===== config.mk =====
export PLATFORM = sky130hd
export DESIGN_NAME = npu_out_packer_flat
export DESIGN_NICKNAME = d
export VERILOG_FILES = /design/src/rtl/npu_out_pkg.sv /design/src/rtl/npu_out_if.sv /design/src/rtl/npu_out_fifo.sv /design/src/rtl/npu_out_packer.sv /design/src/flat_wrapper.sv
export SDC_FILE = /design/constraint.sdc
export NUM_CORES = 1
export LEC_CHECK = 0
export CORE_MARGIN = 2
export CORE_UTILIZATION = 54
export CTS_CLUSTER_SIZE = 20
export DETAILED_ROUTE_END_ITERATION = 12
export HOLD_SLACK_MARGIN = 0.1
export PLACE_DENSITY = 0.76
export SLEW_MARGIN = 20
export SYNTH_ARGS = -nofsm -noshare
export SYNTH_HDL_FRONTEND = slang
export SYNTH_HIERARCHICAL = 1
export SYNTH_SLANG_ARGS = --single-unit
export TNS_END_PERCENT = 1

===== constraint.sdc =====
create_clock -name clk -period 5.5 [get_ports clk]
set_input_delay 0.55 -clock clk [delete_from_list [all_inputs] [get_ports clk]]
set_output_delay 0.55 -clock clk [all_outputs]
set_load 0.01 [all_outputs]

===== src/rtl/npu_out_pkg.sv =====
// npu_out_packer shared definitions.
// Default geometry, derived widths and keep-mask helper.
package npu_out_pkg;

  localparam int DEF_PACK  = 4;
  localparam int DEF_DEPTH = 8;
  localparam int LANE_W    = $clog2(DEF_PACK);
  localparam int PTR_W     = $clog2(DEF_DEPTH);

  // LSB-contiguous mask of n ones; n may equal 8.
  function automatic logic [7:0] keep_of(input logic [3:0] n);
    logic [8:0] m;
    m = (9'd1 << n) - 9'd1;
    return m[7:0];
  endfunction

endpackage


===== src/rtl/npu_out_if.sv =====
// Packed-word stream toward the host/DMA side.
// Head word, keep mask and valid/ready handshake.
interface npu_out_if #(
  parameter int PACK = npu_out_pkg::DEF_PACK
) ();

  logic [8*PACK-1:0] data;
  logic [PACK-1:0]   keep;
  logic              valid;
  logic              ready;

  modport master (
    output data,
    output keep,
    output valid,
    input  ready
  );

  modport slave (
    input  data,
    input  keep,
    input  valid,
    output ready
  );

endinterface


===== src/rtl/npu_out_fifo.sv =====
// Synchronous first-word-fall-through FIFO.
// A pop frees the slot for a push in the same edge.
module npu_out_fifo
  import npu_out_pkg::*;
#(
  parameter int DATA_W = 36,
  parameter int DEPTH  = DEF_DEPTH
) (
  input  logic              clk,
  input  logic              reset,
  input  logic              push,
  input  logic [DATA_W-1:0] wdata,
  input  logic              pop,
  output logic [DATA_W-1:0] rdata,
  output logic              full,
  output logic              empty
);

  localparam int AW = $clog2(DEPTH);

  logic [DATA_W-1:0] mem [DEPTH];
  logic [AW:0]       wr;
  logic [AW:0]       rd;
  logic              do_push;
  logic              do_pop;

  assign empty   = (wr == rd);
  assign full    = (wr[AW] != rd[AW]) &&
                   (wr[AW-1:0] == rd[AW-1:0]);
  assign do_pop  = pop && !empty;
  assign do_push = push && (!full || do_pop);
  assign rdata   = empty ? '0 : mem[rd[AW-1:0]];

  always_ff @(posedge clk or posedge reset) begin
    if (reset) begin
      wr <= '0;
      rd <= '0;
    end else begin
      if (do_push) wr <= wr + (AW+1)'(1);
      if (do_pop)  rd <= rd + (AW+1)'(1);
    end
  end

  always_ff @(posedge clk) begin
    if (do_push) mem[wr[AW-1:0]] <= wdata;
  end

endmodule


===== src/rtl/npu_out_packer.sv =====
// Packs the NPU result byte stream into words.
// Non-stallable input: a drop on a full FIFO sets a sticky flag.
module npu_out_packer
  import npu_out_pkg::*;
#(
  parameter int PACK  = DEF_PACK,
  parameter int DEPTH = DEF_DEPTH,
  parameter int CNT_W = 16
) (
  input  logic             clk,
  input  logic             reset,
  input  logic [7:0]       in_data,
  input  logic             in_en,
  input  logic             flush,
  input  logic             clr_ovf,
  npu_out_if.master        m,
  output logic             overflow,
  output logic [CNT_W-1:0] byte_cnt
);

  localparam int LW = $clog2(PACK);
  localparam int DW = 8*PACK + PACK;

  logic [LW-1:0]         lane;
  logic [PACK-1:0][7:0]  asm_q;
  logic [PACK-1:0][7:0]  word;
  logic [LW:0]           n;
  logic [7:0]            kmask;
  logic [PACK-1:0]       keep;
  logic                  full_push;
  logic                  flush_push;
  logic                  push;
  logic                  pop;
  logic                  fifo_full;
  logic                  fifo_empty;
  logic [DW-1:0]         rdata;

  // n counts the byte accepted in this same cycle.
  always_comb begin
    word = asm_q;
    if (in_en) word[lane] = in_data;
    n          = {1'b0, lane} + (LW+1)'(in_en);
    full_push  = in_en && (lane == LW'(PACK-1));
    flush_push = flush && (n != '0);
    push       = full_push || flush_push;
    kmask      = keep_of(4'(n));
    keep       = full_push ? '1 : kmask[PACK-1:0];
  end

  always_ff @(posedge clk or posedge reset) begin
    if (reset) begin
      lane  <= '0;
      asm_q <= '0;
    end else if (push) begin
      lane  <= '0;
      asm_q <= '0;
    end else if (in_en) begin
      lane  <= lane + LW'(1);
      asm_q <= word;
    end
  end

  assign pop = m.valid && m.ready;

  // A same-cycle drop beats the clear.
  always_ff @(posedge clk or posedge reset) begin
    if (reset) begin
      overflow <= 1'b0;
      byte_cnt <= '0;
    end else begin
      if (push && fifo_full && !pop) overflow <= 1'b1;
      else if (clr_ovf)              overflow <= 1'b0;
      byte_cnt <= byte_cnt + CNT_W'(in_en);
    end
  end

  npu_out_fifo #(
    .DATA_W (DW),
    .DEPTH  (DEPTH)
  ) u_fifo (
    .clk   (clk),
    .reset (reset),
    .push  (push),
    .wdata ({keep, word}),
    .pop   (pop),
    .rdata (rdata),
    .full  (fifo_full),
    .empty (fifo_empty)
  );

  assign m.valid = !fifo_empty;
  assign m.data  = rdata[8*PACK-1:0];
  assign m.keep  = rdata[DW-1:8*PACK];

endmodule


===== src/flat_wrapper.sv =====
// flat-port wrapper written by rule: the top's interface ports become plain ports
module npu_out_packer_flat import npu_out_pkg::*;
#(
  parameter int PACK  = DEF_PACK,
  parameter int DEPTH = DEF_DEPTH,
  parameter int CNT_W = 16
)
  (clk, reset, in_data, in_en, flush, clr_ovf, overflow, byte_cnt, m_data, m_keep, m_valid, m_ready);
  npu_out_if #(.PACK(PACK)) m_i ();
  input  logic clk;
  input  logic reset;
  input  logic [7:0] in_data;
  input  logic in_en;
  input  logic flush;
  input  logic clr_ovf;
  output logic overflow;
  output logic [CNT_W-1:0] byte_cnt;
  output wire logic [$bits(m_i.data)-1:0] m_data;
  output wire logic [$bits(m_i.keep)-1:0] m_keep;
  output wire logic [$bits(m_i.valid)-1:0] m_valid;
  input wire logic [$bits(m_i.ready)-1:0] m_ready;
  assign m_data = m_i.data;
  assign m_keep = m_i.keep;
  assign m_valid = m_i.valid;
  assign m_i.ready = m_ready;
  npu_out_packer #(.PACK(PACK), .DEPTH(DEPTH), .CNT_W(CNT_W)) u_core (.clk(clk), .reset(reset), .in_data(in_data), .in_en(in_en), .flush(flush), .clr_ovf(clr_ovf), .m(m_i), .overflow(overflow), .byte_cnt(byte_cnt));
endmodule

# Yosys cells after proc, flatten, opt, wreduce, memory -nomap -nowiden
# Memories as Yosys holds them, arrays and structs flattened.
# Index checks and enable logic that the tools add are counted.
[word_totals]
output_inout_bits = 54
reg_bits = 59
mem_bits_rw = 288
mem_count = 1
[mem_list]
columns = ["name", "words", "word_bits", "rd", "rd_clocked_by_memory_dff", "wr", "line_no", "rtl"]
rows = [
  ["u_core.u_fifo.mem", 8, 36, 1, 0, 1, "npu_out_fifo.sv:21", "logic [DATA_W-1:0] mem [DEPTH];"],
]
[op_classes]
n_shift = 1
magnitude_cmp = 2
muxes = 14
n_reduce_logical = 17
addsub = 6
n_eq_ne = 4
[op_table]
columns = ["operator", "n"]
rows = [
  ["32-bit 2-to-1 mux", 3],
  ["36-bit 2-to-1 mux", 1],
  ["32-bit bitwise mux", 1],
  ["16-bit by 1-bit adder with 16-bit output", 1],
  ["8-bit demux with 2-bit select", 1],
  ["1-bit logical AND", 9],
  ["4-bit by 1-bit adder with 4-bit output (second input constant)", 2],
  ["8-bit 2-to-1 mux", 1],
  ["4-bit == test", 1],
  ["1-bit 2-to-1 mux", 4],
  ["2-bit 2-to-1 mux", 2],
  ["4-bit 2-to-1 mux", 1],
  ["2-bit nonzero test", 2],
  ["1-bit by 3-bit << shifter with 4-bit output (first input constant)", 1],
  ["4-bit by 1-bit subtractor with 4-bit output (second input constant)", 1],
  ["2-bit by 1-bit adder with 3-bit output", 1],
  ["3-bit == test", 1],
  ["1-bit zero test", 3],
  ["2-bit by 3-bit < comparator with 1-bit output (second input constant)", 1],
  ["3-bit nonzero test", 1],
  ["2-bit by 1-bit adder with 2-bit output (second input constant)", 1],
  ["2-bit == test (second input constant)", 1],
  ["2-bit by 1-bit greater-or-equal comparator with 1-bit output (second input constant)", 1],
  ["1-bit logical OR", 2],
  ["1-bit inequality test", 1],
]

# Longest topological paths before layout
[depth]
depth_word = 8
ltp_mapped = 11
depth_no_buf = 7

# Modules after synthesis
# The synthesis kept the hierarchy.
[modules_own_cells]
columns = ["mod", "n_inst", "cells_per_inst", "area_per_inst_um2", "seq_area_each_um2"]
rows = [
  ["npu_out_fifo", 1, 513, 11534.8, 8848.5],
  ["npu_out_packer", 1, 195, 2401.1, 1276.2],
]

# Least setup slack after synthesis
# Ideal clock, no wire load.
[synth_timing]
path_type = "reg2reg"
start = "reg u_core.u_fifo.wr[1]"
end = "mem u_core.u_fifo.mem[3][0] (enable)"
path_buffers = 4
stages_incl_launch_ff = 10
setup_slack_ps = -459
required_time_ps = 4968
arrival_ps = 5427
period_less_slack_ps = 5959
setup_time_ps = 532
path_cell_list = "dfrtp_1 > buf_2 > xnor2_2 > and4_4 > buf_2 > buf_6 > nor2b_1 > buf_2 > nor3_2 > nor4b_1"
[synth_via]
elab_chain_len = 8
[synth_rtl]
columns = ["item", "line_no", "rtl"]
rows = [
  ["start, declared", "npu_out_fifo.sv:22", "logic [AW:0] wr;"],
  ["start signal, assigned", "npu_out_fifo.sv:39", "if (do_push) wr <= wr + (AW+1)'(1);"],
  ["4-bit == test", "npu_out_fifo.sv:27", "assign empty = (wr == rd);"],
  ["named net u_core.fifo_empty", "npu_out_packer.sv:35", "logic fifo_empty;"],
  ["1-bit zero test", "npu_out_packer.sv:91", "assign m.valid = !fifo_empty;"],
  ["1-bit logical AND", "npu_out_packer.sv:63", "assign pop = m.valid && m.ready;"],
  ["named net u_core.pop", "npu_out_packer.sv:33", "logic pop;"],
  ["1-bit logical AND", "npu_out_fifo.sv:30", "assign do_pop = pop && !empty;"],
  ["1-bit logical OR", "npu_out_fifo.sv:31", "assign do_push = push && (!full || do_pop);"],
  ["1-bit logical AND", "npu_out_fifo.sv:31", ""],
  ["1-bit 2-to-1 mux", "npu_out_fifo.sv:45", "if (do_push) mem[wr[AW-1:0]] <= wdata;"],
  ["1-bit 2-to-1 mux (implied by the code)", "npu_out_fifo.sv:45", ""],
  ["end, declared", "npu_out_fifo.sv:21", ""],
]
# The timed path passes the listed nets, and every way through them passes these cells.

# Final worst setup path
[layout_timing]
start = "reg u_core.u_fifo.rd[0]"
end = "out m_data[20]"
[layout_via]
elab_chain_len = 2
[layout_rtl]
columns = ["item", "line_no", "rtl"]
rows = [
  ["start, declared", "npu_out_fifo.sv:23", "logic [AW:0] rd;"],
  ["start signal, assigned", "npu_out_fifo.sv:40", "if (do_pop) rd <= rd + (AW+1)'(1);"],
  ["memory 8 x 36 bit or 4-bit == test (tied branches)", "--", ""],
  ["36-bit 2-to-1 mux *", "npu_out_fifo.sv:32", "assign rdata = empty ? '0 : mem[rd[AW-1:0]];"],
  ["end, declared", "flat_wrapper.sv:18", "output wire logic [$bits(m_i.data)-1:0] m_data;"],
]
# Every way passes the cells marked *; elsewhere a longest branch is shown, timed or not.

==> impl_metrics.tcl <==
set metrics [dict create \
    tightest_slew_ps 907 \
    vias 6796 \
    numClockSinks 347 \
    fin_nets 820 \
    synth_commonest_cells "edfxtp_1, mux4_2, dfrtp_1" \
    cts_htree_levels 2 \
    arrival_ps 3670 \
    area_growth_pct 15.9 \
    dieWidth_microns 165 \
    drtIter0Drc 483 \
    drv_cap 0 \
    clock_latency_ps 510 \
    rsz0062_at_grt "no" \
    post-place-ws_ps 1440 \
    synth_top_area_frac 0.621 \
    cp-start-kind "flip-flop" \
    ys_ff_latch 347 \
    antenna_found_initial 0 \
    cts_root_buf "clkbuf_16" \
    io_pins 68 \
    yosys_warnings 6 \
    placed_area_sq_um 15000 \
    grt_max_degree 52 \
    min_period_over_period 0.767 \
    rows 58 \
    fin_crit_ps 4220 \
    drc_errors 0 \
    synthFlopType "edfxtp_1" \
    cts_tree "yes" \
    leakagePower_nw 5.82 \
    dieHeight_microns 165 \
    grt_pass1_wl_microns 42000 \
    fin_ws_ps 1280 \
    worstPathRequired_ps 4950 \
    relSlewSlack 0.395 \
    setup_viol 0 \
    cts_setup_buffers 0 \
    async_reset_ff_frac 0.170 \
    synth_area_leaders "edfxtp_1, mux4_2, dfrtp_1, mux2i_1, mux2_2" \
    power.density_nw_per_um2 593 \
    ys_seq_area_frac 0.727 \
    final_layout_size_suffix_gt1_frac 0.244 \
    cts_resized 0 \
    vdd_drop_max_mv 0.370 \
    yosys.area.top_type "edfxtp_1" \
    grt-ovfl-total 0 \
    syn_inst 708 \
    crit_type "reg -> out" \
    ctsHoldBuffers 0 \
    hp-class "in -> async" \
    first_pass_iters 5 \
    power_mw 9.58 \
    cts_made_buffers 35 \
    cp-end-kind "output port" \
    io_buffer_count 67 \
    yosys.cell_types.count 42 \
    totalWireLength_microns 26900 \
    slew_violations 0 \
    wl_per_cell_microns 23.4 \
    syn_area_sq_um 13900 \
    via_per_inst 5.90 \
    clockBufferDepth 3 \
    place_congestion 0.817 \
    fin_area_sq_um 16200 \
    finalHoldViolCount 0 \
    cp_max_fo 45 \
    outcome "finished, final reports clean" \
    core_sq_um 25300 \
    fmax_mhz 237 \
    synth.avg_cell_area_sq_um 19.7 \
    die_area_sq_um 27100 \
    clkTransAtPathRegs_ps 60 \
    grtUsageTotal 0.209 \
    synth-edff-count 288 \
    yosysMostFrequentCell "edfxtp_1" \
    initial_core_util 0.552 \
    detailed_place_hpwl_microns 15900 \
    worst_clock_skew_ps 10.1 \
    ant_nets 0 \
    antenna_cells 0 \
    r2r_cells 6 \
    syn-num-nets 733 \
    grt_pass1_vias 7317 \
]
## critical path: stages, from the launching register on
cell and delay, ps:
dfrtp_4 830, buf_4 830, mux4_2 600, mux2i_1 220
nor2_1 90, clkdlybuf4s50_1 500
## flip-flops by register name, summed over array words and instances (netlist names)
signal / cells
u_core/u_fifo/wr: 4
u_core/u_fifo/rd: 4
u_core/asm_q: 32
u_core/overflow: 1
u_core/lane: 2
u_core/u_fifo/mem: 288
u_core/byte_cnt: 16
## power breakdown
part           switching (mW)  total [mW]  internal (mW)  leakage, nW
Clock                   0.939        2.40           1.46        0.582
Combinational            1.73        3.34           1.60         1.80
Sequential              0.253        3.85           3.59         3.43
Total                    2.93        9.58           6.65         5.82
## logic make-up (layout without fill, tap and decap cells)
group,after synthesis,after routing,share of synthesized area
compound gates,7,7,0.00548
xor+xnor,24,24,0.0172
fa+ha+maj,11,11,0.00988
buf+inv,43,156,0.0192
flops,347,347,0.727
mux,143,143,0.171
simple gates,133,133,0.0510
## stage by stage
stage | setup TNS [ps] | std cells | util | hold slack [ps]
after global routing | 0 | 1151 | 0.640 | 384
after CTS | 0 | 1151 | 0.640 | 349
final | 0 | 1151 | 0.640 | 356
after detailed placement | 0 | 1088 | 0.593 | 473
after global placement | 0 | 1088 | 0.593 | 458
after floorplan | -9850 | 708 | - | 366
## area by class of cell
cell class              count  area, sq um
repair buffers             83          791
well taps                 330          413
clock inverters            13          144
flip-flops and latches    347        10100
clock buffers              50         1040
fillers                  1696         9100
multi-input cells         318         3600
inverters                  10         38.8
## worst paths after layout
kind | from | to | slack, ps
setup / recovery | u_core/u_fifo/rd[0] | m_data[20] | 1280
hold / removal | reset | u_core/u_fifo/rd[0] | 360
max in group asynchronous | reset | u_core/asm_q[3] | 4420
hold reg to reg | u_core/byte_cnt[15] | u_core/byte_cnt[15] | 480
min in group clk | u_core/byte_cnt[15] | u_core/byte_cnt[15] | 480
setup reg to reg | u_core/u_fifo/rd[0] | u_core/u_fifo/mem[6][4] | 1600
## cell usage in the layout (no fill, tap or decap), types with 2 or more instances in the layout
cell	n
edfxtp_1	288
mux4_2	72
clkdlybuf4s50_1	67
dfrtp_1	56
nor2_1	46
clkbuf_16	38
mux2i_1	37
mux2_2	32
nor2b_1	26
buf_4	16
nand2_1	12
xor2_1	11
ha_1	11
xnor2_1	9
inv_1	9
clkbuf_1	8
and3_1	8
clkinv_2	6
nand4_1	5
clkbuf_8	4
nand3_1	4
nor4_1	4
nor3_1	4
xnor2_2	4
nor3_2	4
clkinv_1	3
bufinv_16	3
nand2_2	3
nand2b_1	3
o311ai_1	3
nor2_4	2
nor4_2	2
dfrtp_2	2
## metal layers
metal | global-route usage | up-vias | routed length [microns]
li1 | - | 2960 | -
met1 | 0.271 | 3558 | 10800
met2 | 0.358 | 217 | 13700
met3 | 0.0384 | 61 | 1510
met4 | 0.0763 | 0 | 886
met5 | 0 | - | 0
(Power assumes the default switching activity.)
